==> config.mk <==
export PLATFORM = sky130hd
export DESIGN_NAME = instr_fetch_decode
export DESIGN_NICKNAME = d
export VERILOG_FILES = /design/src/rtl/instr_fetch_decode.sv
export SDC_FILE = /design/constraint.sdc
export NUM_CORES = 1
export LEC_CHECK = 0
export CORE_UTILIZATION = 43
export CTS_CLUSTER_SIZE = 25
export DETAILED_ROUTE_END_ITERATION = 8
export PLACE_DENSITY = 0.8
export SYNTH_ARGS = -nofsm -noshare
export SYNTH_HDL_FRONTEND = slang
export SYNTH_SLANG_ARGS = --single-unit
export TNS_END_PERCENT = 50
==> constraint.sdc <==
create_clock -name clk -period 2.3 [get_ports clk]
set_input_delay 0.345 -clock clk [delete_from_list [all_inputs] [get_ports clk]]
set_output_delay 0.345 -clock clk [all_outputs]
set_load 0.01 [all_outputs]
==> src/rtl/instr_fetch_decode.sv <==
// ============================================================================
// Module   : instr_fetch_decode
// Brief    : Self-sequencing fetch/decode stage with jump loop limit and halt.
// Revision : 1.0
// ============================================================================
`default_nettype none

module instr_fetch_decode #(
  parameter int ADDR_W    = 3,
  parameter int LAST_ADDR = 5,
  parameter int RD_LAT    = 1,
  parameter int MAX_LOOPS = 2
) (
  input  logic              clk,
  input  logic              rst,
  input  logic              start,
  output logic [ADDR_W-1:0] addr_o,
  input  logic [31:0]       rd_i,
  output logic              dec_valid,
  input  logic              dec_ready,
  output logic [5:0]        op_o,
  output logic [4:0]        rs_o,
  output logic [4:0]        rt_o,
  output logic [4:0]        rd_o,
  output logic [15:0]       imm_o,
  output logic [10:0]       func_o,
  output logic [2:0]        kind_o,
  output logic [ADDR_W-1:0] pc_o,
  output logic              busy,
  output logic              done,
  output logic              err
);

  localparam logic [2:0] c_IDLE    = 3'd0;
  localparam logic [2:0] c_FETCH   = 3'd1;
  localparam logic [2:0] c_LATCH   = 3'd2;
  localparam logic [2:0] c_PRESENT = 3'd3;
  localparam logic [2:0] c_HALT    = 3'd4;

  localparam logic [2:0] c_K_NOP = 3'd0;
  localparam logic [2:0] c_K_LW  = 3'd1;
  localparam logic [2:0] c_K_SW  = 3'd2;
  localparam logic [2:0] c_K_ADD = 3'd3;
  localparam logic [2:0] c_K_SUB = 3'd4;
  localparam logic [2:0] c_K_JMP = 3'd5;
  localparam logic [2:0] c_K_ILL = 3'd7;

  localparam logic [5:0] c_OP_LW  = 6'b010101;
  localparam logic [5:0] c_OP_SW  = 6'b010100;
  localparam logic [5:0] c_OP_ADD = 6'b100100;
  localparam logic [5:0] c_OP_SUB = 6'b101100;
  localparam logic [5:0] c_OP_ZERO = 6'b000000;

  localparam logic [15:0]       c_LAST_IMM  = 16'(LAST_ADDR);
  localparam logic [ADDR_W-1:0] c_LAST_PC   = ADDR_W'(LAST_ADDR);
  localparam logic [ADDR_W-1:0] c_FIRST_PC  = ADDR_W'(1);
  localparam logic [1:0]        c_WAIT_LAST = 2'(RD_LAT - 1);
  localparam logic [3:0]        c_LOOP_MAX  = 4'(MAX_LOOPS);

  logic [2:0]        r_state;
  logic [2:0]        w_next_state;
  logic [ADDR_W-1:0] r_pc;
  logic [31:0]       r_ir;
  logic [3:0]        r_loop_cnt;
  logic [1:0]        r_wait;
  logic              r_err;

  logic [2:0]        w_kind;
  logic [15:0]       w_imm;
  logic              w_accept;
  logic              w_fetch_done;
  logic              w_jmp_bad;
  logic [3:0]        w_loop_inc;
  logic              w_loop_hit;
  logic              w_at_last;
  logic              w_can_start;

  assign w_imm        = r_ir[15:0];
  assign w_accept     = (r_state == c_PRESENT) && dec_ready;
  assign w_fetch_done = (r_wait == c_WAIT_LAST);
  // imm=0 never reaches here as a jump, but the guard keeps the rule complete
  assign w_jmp_bad    = (w_imm > c_LAST_IMM) || (w_imm == 16'd0);
  assign w_loop_inc   = r_loop_cnt + 4'd1;
  assign w_loop_hit   = (w_loop_inc == c_LOOP_MAX);
  assign w_at_last    = (r_pc == c_LAST_PC);
  assign w_can_start  = ((r_state == c_IDLE) || (r_state == c_HALT)) && start;

  // Instruction class from the latched word
  always_comb begin
    w_kind = c_K_ILL;
    case (r_ir[31:26])
      c_OP_LW:   w_kind = c_K_LW;
      c_OP_SW:   w_kind = c_K_SW;
      c_OP_ADD:  w_kind = c_K_ADD;
      c_OP_SUB:  w_kind = c_K_SUB;
      c_OP_ZERO: w_kind = (w_imm == 16'd0) ? c_K_NOP : c_K_JMP;
      default:   w_kind = c_K_ILL;
    endcase
  end

  always_ff @(posedge clk or negedge rst) begin
    if (!rst) begin
      r_state <= c_IDLE;
    end else begin
      r_state <= w_next_state;
    end
  end

  always_comb begin
    w_next_state = r_state;
    case (r_state)
      c_IDLE, c_HALT: begin
        if (start) begin
          w_next_state = c_FETCH;
        end
      end
      c_FETCH: begin
        if (w_fetch_done) begin
          w_next_state = c_LATCH;
        end
      end
      c_LATCH: begin
        w_next_state = c_PRESENT;
      end
      c_PRESENT: begin
        if (w_accept) begin
          case (w_kind)
            c_K_ILL: w_next_state = c_HALT;
            c_K_JMP: w_next_state = (w_jmp_bad || w_loop_hit) ? c_HALT : c_FETCH;
            default: w_next_state = w_at_last ? c_HALT : c_FETCH;
          endcase
        end
      end
      default: begin
        w_next_state = c_IDLE;
      end
    endcase
  end

  always_comb begin
    dec_valid = (r_state == c_PRESENT);
    busy      = (r_state != c_IDLE) && (r_state != c_HALT);
    done      = (r_state == c_HALT);
  end

  always_ff @(posedge clk or negedge rst) begin
    if (!rst) begin
      r_pc       <= '0;
      r_ir       <= '0;
      r_loop_cnt <= '0;
      r_wait     <= '0;
      r_err      <= 1'b0;
    end else begin
      if (w_can_start) begin
        r_pc       <= c_FIRST_PC;
        r_loop_cnt <= '0;
        r_wait     <= '0;
        r_err      <= 1'b0;
      end

      if (r_state == c_FETCH) begin
        r_wait <= w_fetch_done ? 2'd0 : (r_wait + 2'd1);
      end

      if (r_state == c_LATCH) begin
        r_ir <= rd_i;
      end

      if (w_accept) begin
        case (w_kind)
          c_K_ILL: begin
            r_err <= 1'b1;
          end
          c_K_JMP: begin
            if (w_jmp_bad) begin
              r_err <= 1'b1;
            end else begin
              r_loop_cnt <= w_loop_inc;
              // Target is narrowed only after the full-width range check
              if (!w_loop_hit) begin
                r_pc <= w_imm[ADDR_W-1:0];
              end
            end
          end
          default: begin
            if (!w_at_last) begin
              r_pc <= r_pc + ADDR_W'(1);
            end
          end
        endcase
      end
    end
  end

  assign addr_o = r_pc;
  assign pc_o   = r_pc;
  assign err    = r_err;
  assign op_o   = r_ir[31:26];
  assign rs_o   = r_ir[25:21];
  assign rt_o   = r_ir[20:16];
  assign rd_o   = r_ir[15:11];
  assign imm_o  = r_ir[15:0];
  assign func_o = r_ir[10:0];
  assign kind_o = w_kind;

endmodule

`default_nettype wire

==> impl_metrics.py <==
metrics = {
    "outcome": {
        "outcome": "finished clean",
    },
    "logic_synthesis": {
        "yosysUniqueCellTypes": 48,
        "ys_top_cells_by_area": "dfrtp_1 47%, mux2_2 15%, buf_4 6.0%, ha_1 3.1%, nand2_1 2.5%",
        "synth_area_leader_cell": "dfrtp_1",
        "syn_area_per_cell_um2": 11.2,
        "ys_seq_area_frac": 0.471,
        "synth_nets": 255,
        "syn_area_um2": 2390,
        "synth_common_cells": "45 x dfrtp_1, 31 x mux2_2, 19 x buf_4",
        "synth_ff_type": "dfrtp_1",
        "synth_warnings": 0,
        "yosysTopAreaCellShare": 0.471,
        "async_flop_share": 1.00,
        "yosysMostFrequentCell": "dfrtp_1",
        "synth_seq_cells": 45,
        "synth_edf_count": 0,
        "syn_inst": 213,
    },
    "hold_path": {
        "min_path_type": "in -> async",
    },
    "final_layout": {
        "area_delta_synth_final_pct": 44.6,
        "diodes": 0,
        "final_layout_size_suffix_gt1_frac": 0.201,
        "final_util": 0.660,
        "fill_cells": 384,
        "final_nets": 345,
    },
    "clock_network": {
        "cts.htree.levels": 2,
        "cts_buffer_depth": 2,
        "clock-sinks": 45,
        "cts_buffers": 5,
        "post_cts.repair.setup_buffers": 0,
        "clkLatencyLatePin_ns": 0.30,
        "clkSlewWorstSetupHoldPaths_ns": 0.09,
        "tritoncts": "done",
        "clockRootBuffer": "clkbuf_8",
        "hold_buffers": 0,
    },
    "global_route": {
        "antenna_found_initial": 0,
        "grt_pass1_wl_mm": 9.22,
        "grt.total_usage": 0.201,
        "grt_pass1_vias": 1899,
        "grt_overflow": 0,
        "grt_max_degree": 46,
    },
    "timing": {
        "rsz0062_at_grt": "no",
        "tns_ns": 0,
        "tightestPinTransition_ns": 0.350,
        "fmax_mhz": 459,
        "post-route-period-util": 0.947,
        "whs_ns": 0.0206,
        "drv_slew": 0,
        "post-route-min-period_ns": 2.18,
        "relSlewSlack": 0.764,
        "setup_violations": 0,
        "skew_ns": 0.0112,
        "layout_setup_ws_ns": 0.123,
        "hold_viol": 0,
    },
    "power": {
        "power.density_nw_per_um2": 1300,
        "finalPower_uw": 4500,
        "ir_drop_v": 0.000977,
        "leakage_uw": 0.00141,
    },
    "floorplan": {
        "die-width_um": 76.6,
        "dieArea_um2": 5860,
        "io_pins": 97,
        "placementRows": 26,
        "core_um2": 5240,
        "start_util": 0.456,
        "die_h_um": 76.6,
    },
    "setup_path": {
        "worstSetupStartpointType": "flop",
        "critPathArrivalTime_ns": 1.83,
        "path_cells": "buf_4 -> or3_1 -> a211oi_2 -> o21bai_1 -> clkdlybuf4s15_1",
        "max_stage_delay_ns": 0.40,
        "path_max_fanout": 6,
        "endpoint_kind": "output port",
        "critPathRequiredTime_ns": 1.96,
        "slowest_stage": "dfrtp_1",
        "critical_path_class": "reg -> out",
    },
    "detailed_routing": {
        "first_pass_iters": 4,
        "vias_per_cell": 5.19,
        "drcViolationCount": 0,
        "post_drt_wl_per_cell_um": 15.1,
        "drtIter0Drc": 75,
        "antenna_left": 0,
        "route.final.wire_length_mm": 5.65,
        "vias": 1942,
    },
    "placement": {
        "gp_congestion": 0.856,
        "io_buffer_count": 96,
        "pre_cts_ws_ns": 0.133,
        "dpl.hpwl_mm": 4.22,
    },
    "flow_run": {
        "maxCapViolCount": 0,
    },
}
==> worst paths after layout <==
| kind | startpoint | to | slack, ns | cells past startpoint |
|---|---|---|---|---|
| max reg2reg | r_ir[31]$_DFFE_PN0N_ | addr_o[1]$_DFF_PN0_ | 0.26 | 7 |
| max | r_ir[31]$_DFFE_PN0N_ | kind_o[1] | 0.12 | 5 |
| min reg2reg | err$_DFF_PN0_ | err$_DFF_PN0_ | 0.49 | 2 |
| max in group asynchronous | rst | r_loop_cnt[1]$_DFF_PN0_ | 2.06 | 2 |
| min in group clk | err$_DFF_PN0_ | err$_DFF_PN0_ | 0.49 | 2 |
| min | rst | r_ir[12]$_DFFE_PN0N_ | 0.02 | 2 |
==> logic make-up (layout without fill, tap and decap cells) <==
| family | after synthesis | after routing | share of synthesized area |
|---|---|---|---|
| mux | 34 | 34 | 0.159 |
| fa+ha+maj | 6 | 6 | 0.0314 |
| simple gates | 58 | 58 | 0.140 |
| flops | 45 | 45 | 0.471 |
| xor+xnor | 1 | 1 | 0.00367 |
| buf+inv | 32 | 123 | 0.0817 |
| compound gates | 37 | 37 | 0.113 |
==> through the flow <==
step           instance area (µm²)  cells
6_report                      3450    374
5_1_grt                       3450    374
4_1_cts                       3460    374
3_5_place_dp                  3380    366
3_3_place_gp                  3380    366
2_1_floorplan                 2390    213
==> critical path, delay by kind of cell, from the launching register on <==
family                 cells  cell delay, ns
flip-flops                 1            0.40
AND/OR/NAND/NOR            1            0.39
buffers and inverters      2            0.40
AO/OA/AOI/OAI              2            0.35
==> power breakdown <==
part / total (µW) / switching [µW] / internal [µW]
Sequential: 1460 / 323 / 1140
Clock: 481 / 266 / 215
Combinational: 2550 / 1040 / 1510
==> layout make-up <==
type	count	area, µm²	area share
Tap cell	70	87.6	0.0254
Sequential cell	45	1130	0.326
Inverter	8	30.0	0.00869
Clock buffer	7	76.3	0.0221
Clock inverter	1	7.51	0.00217
Multi-Input combinational cell	136	1070	0.311
Timing Repair Buffer	107	1050	0.305
==> per-layer routing <==
layer | part of all wire | global-route usage | routed length [µm]
met2 | 0.48 | 0.333 | 2710
met4 | 0.0080 | 0.0673 | 45
met5 | 0 | 0 | 0
met1 | 0.42 | 0.240 | 2390
met3 | 0.088 | 0.0731 | 498
==> cell usage in the layout (no fill, tap or decap), types with 2 or more instances in the layout <==
cell type,instances
nor3_1,3
clkbuf_1,2
o31a_1,2
nor4_1,3
o211ai_1,2
dfrtp_1,45
ha_1,6
mux2i_1,3
nor2b_1,3
a21oi_1,6
nand2_1,15
and3_1,2
o21bai_1,2
buf_12,2
buf_4,9
clkbuf_8,5
nor3b_1,2
or3_1,2
a22oi_1,2
o21ai_0,9
mux2_2,31
and3b_1,2
clkdlybuf4s50_1,92
inv_1,8
and2_1,2
nor2_1,3
clkbuf_2,2
nand2b_1,5
nand3_1,7
==> timing repair <==
| item | CTS | global route |
|---|---|---|
| gates resized for setup | 3 | 7 |
| gates cloned | 0 | 0 |
| setup endpoints to repair | 3 | 4 |
| pin swaps | 2 | 3 |
==> sequential cells by signal (all words and copies together) (netlist names) <==
register	count
r_ir	32
r_loop_cnt	4
addr_o	3
r_state	3
r_wait	2
err	1
(Power assumes the default switching activity.)
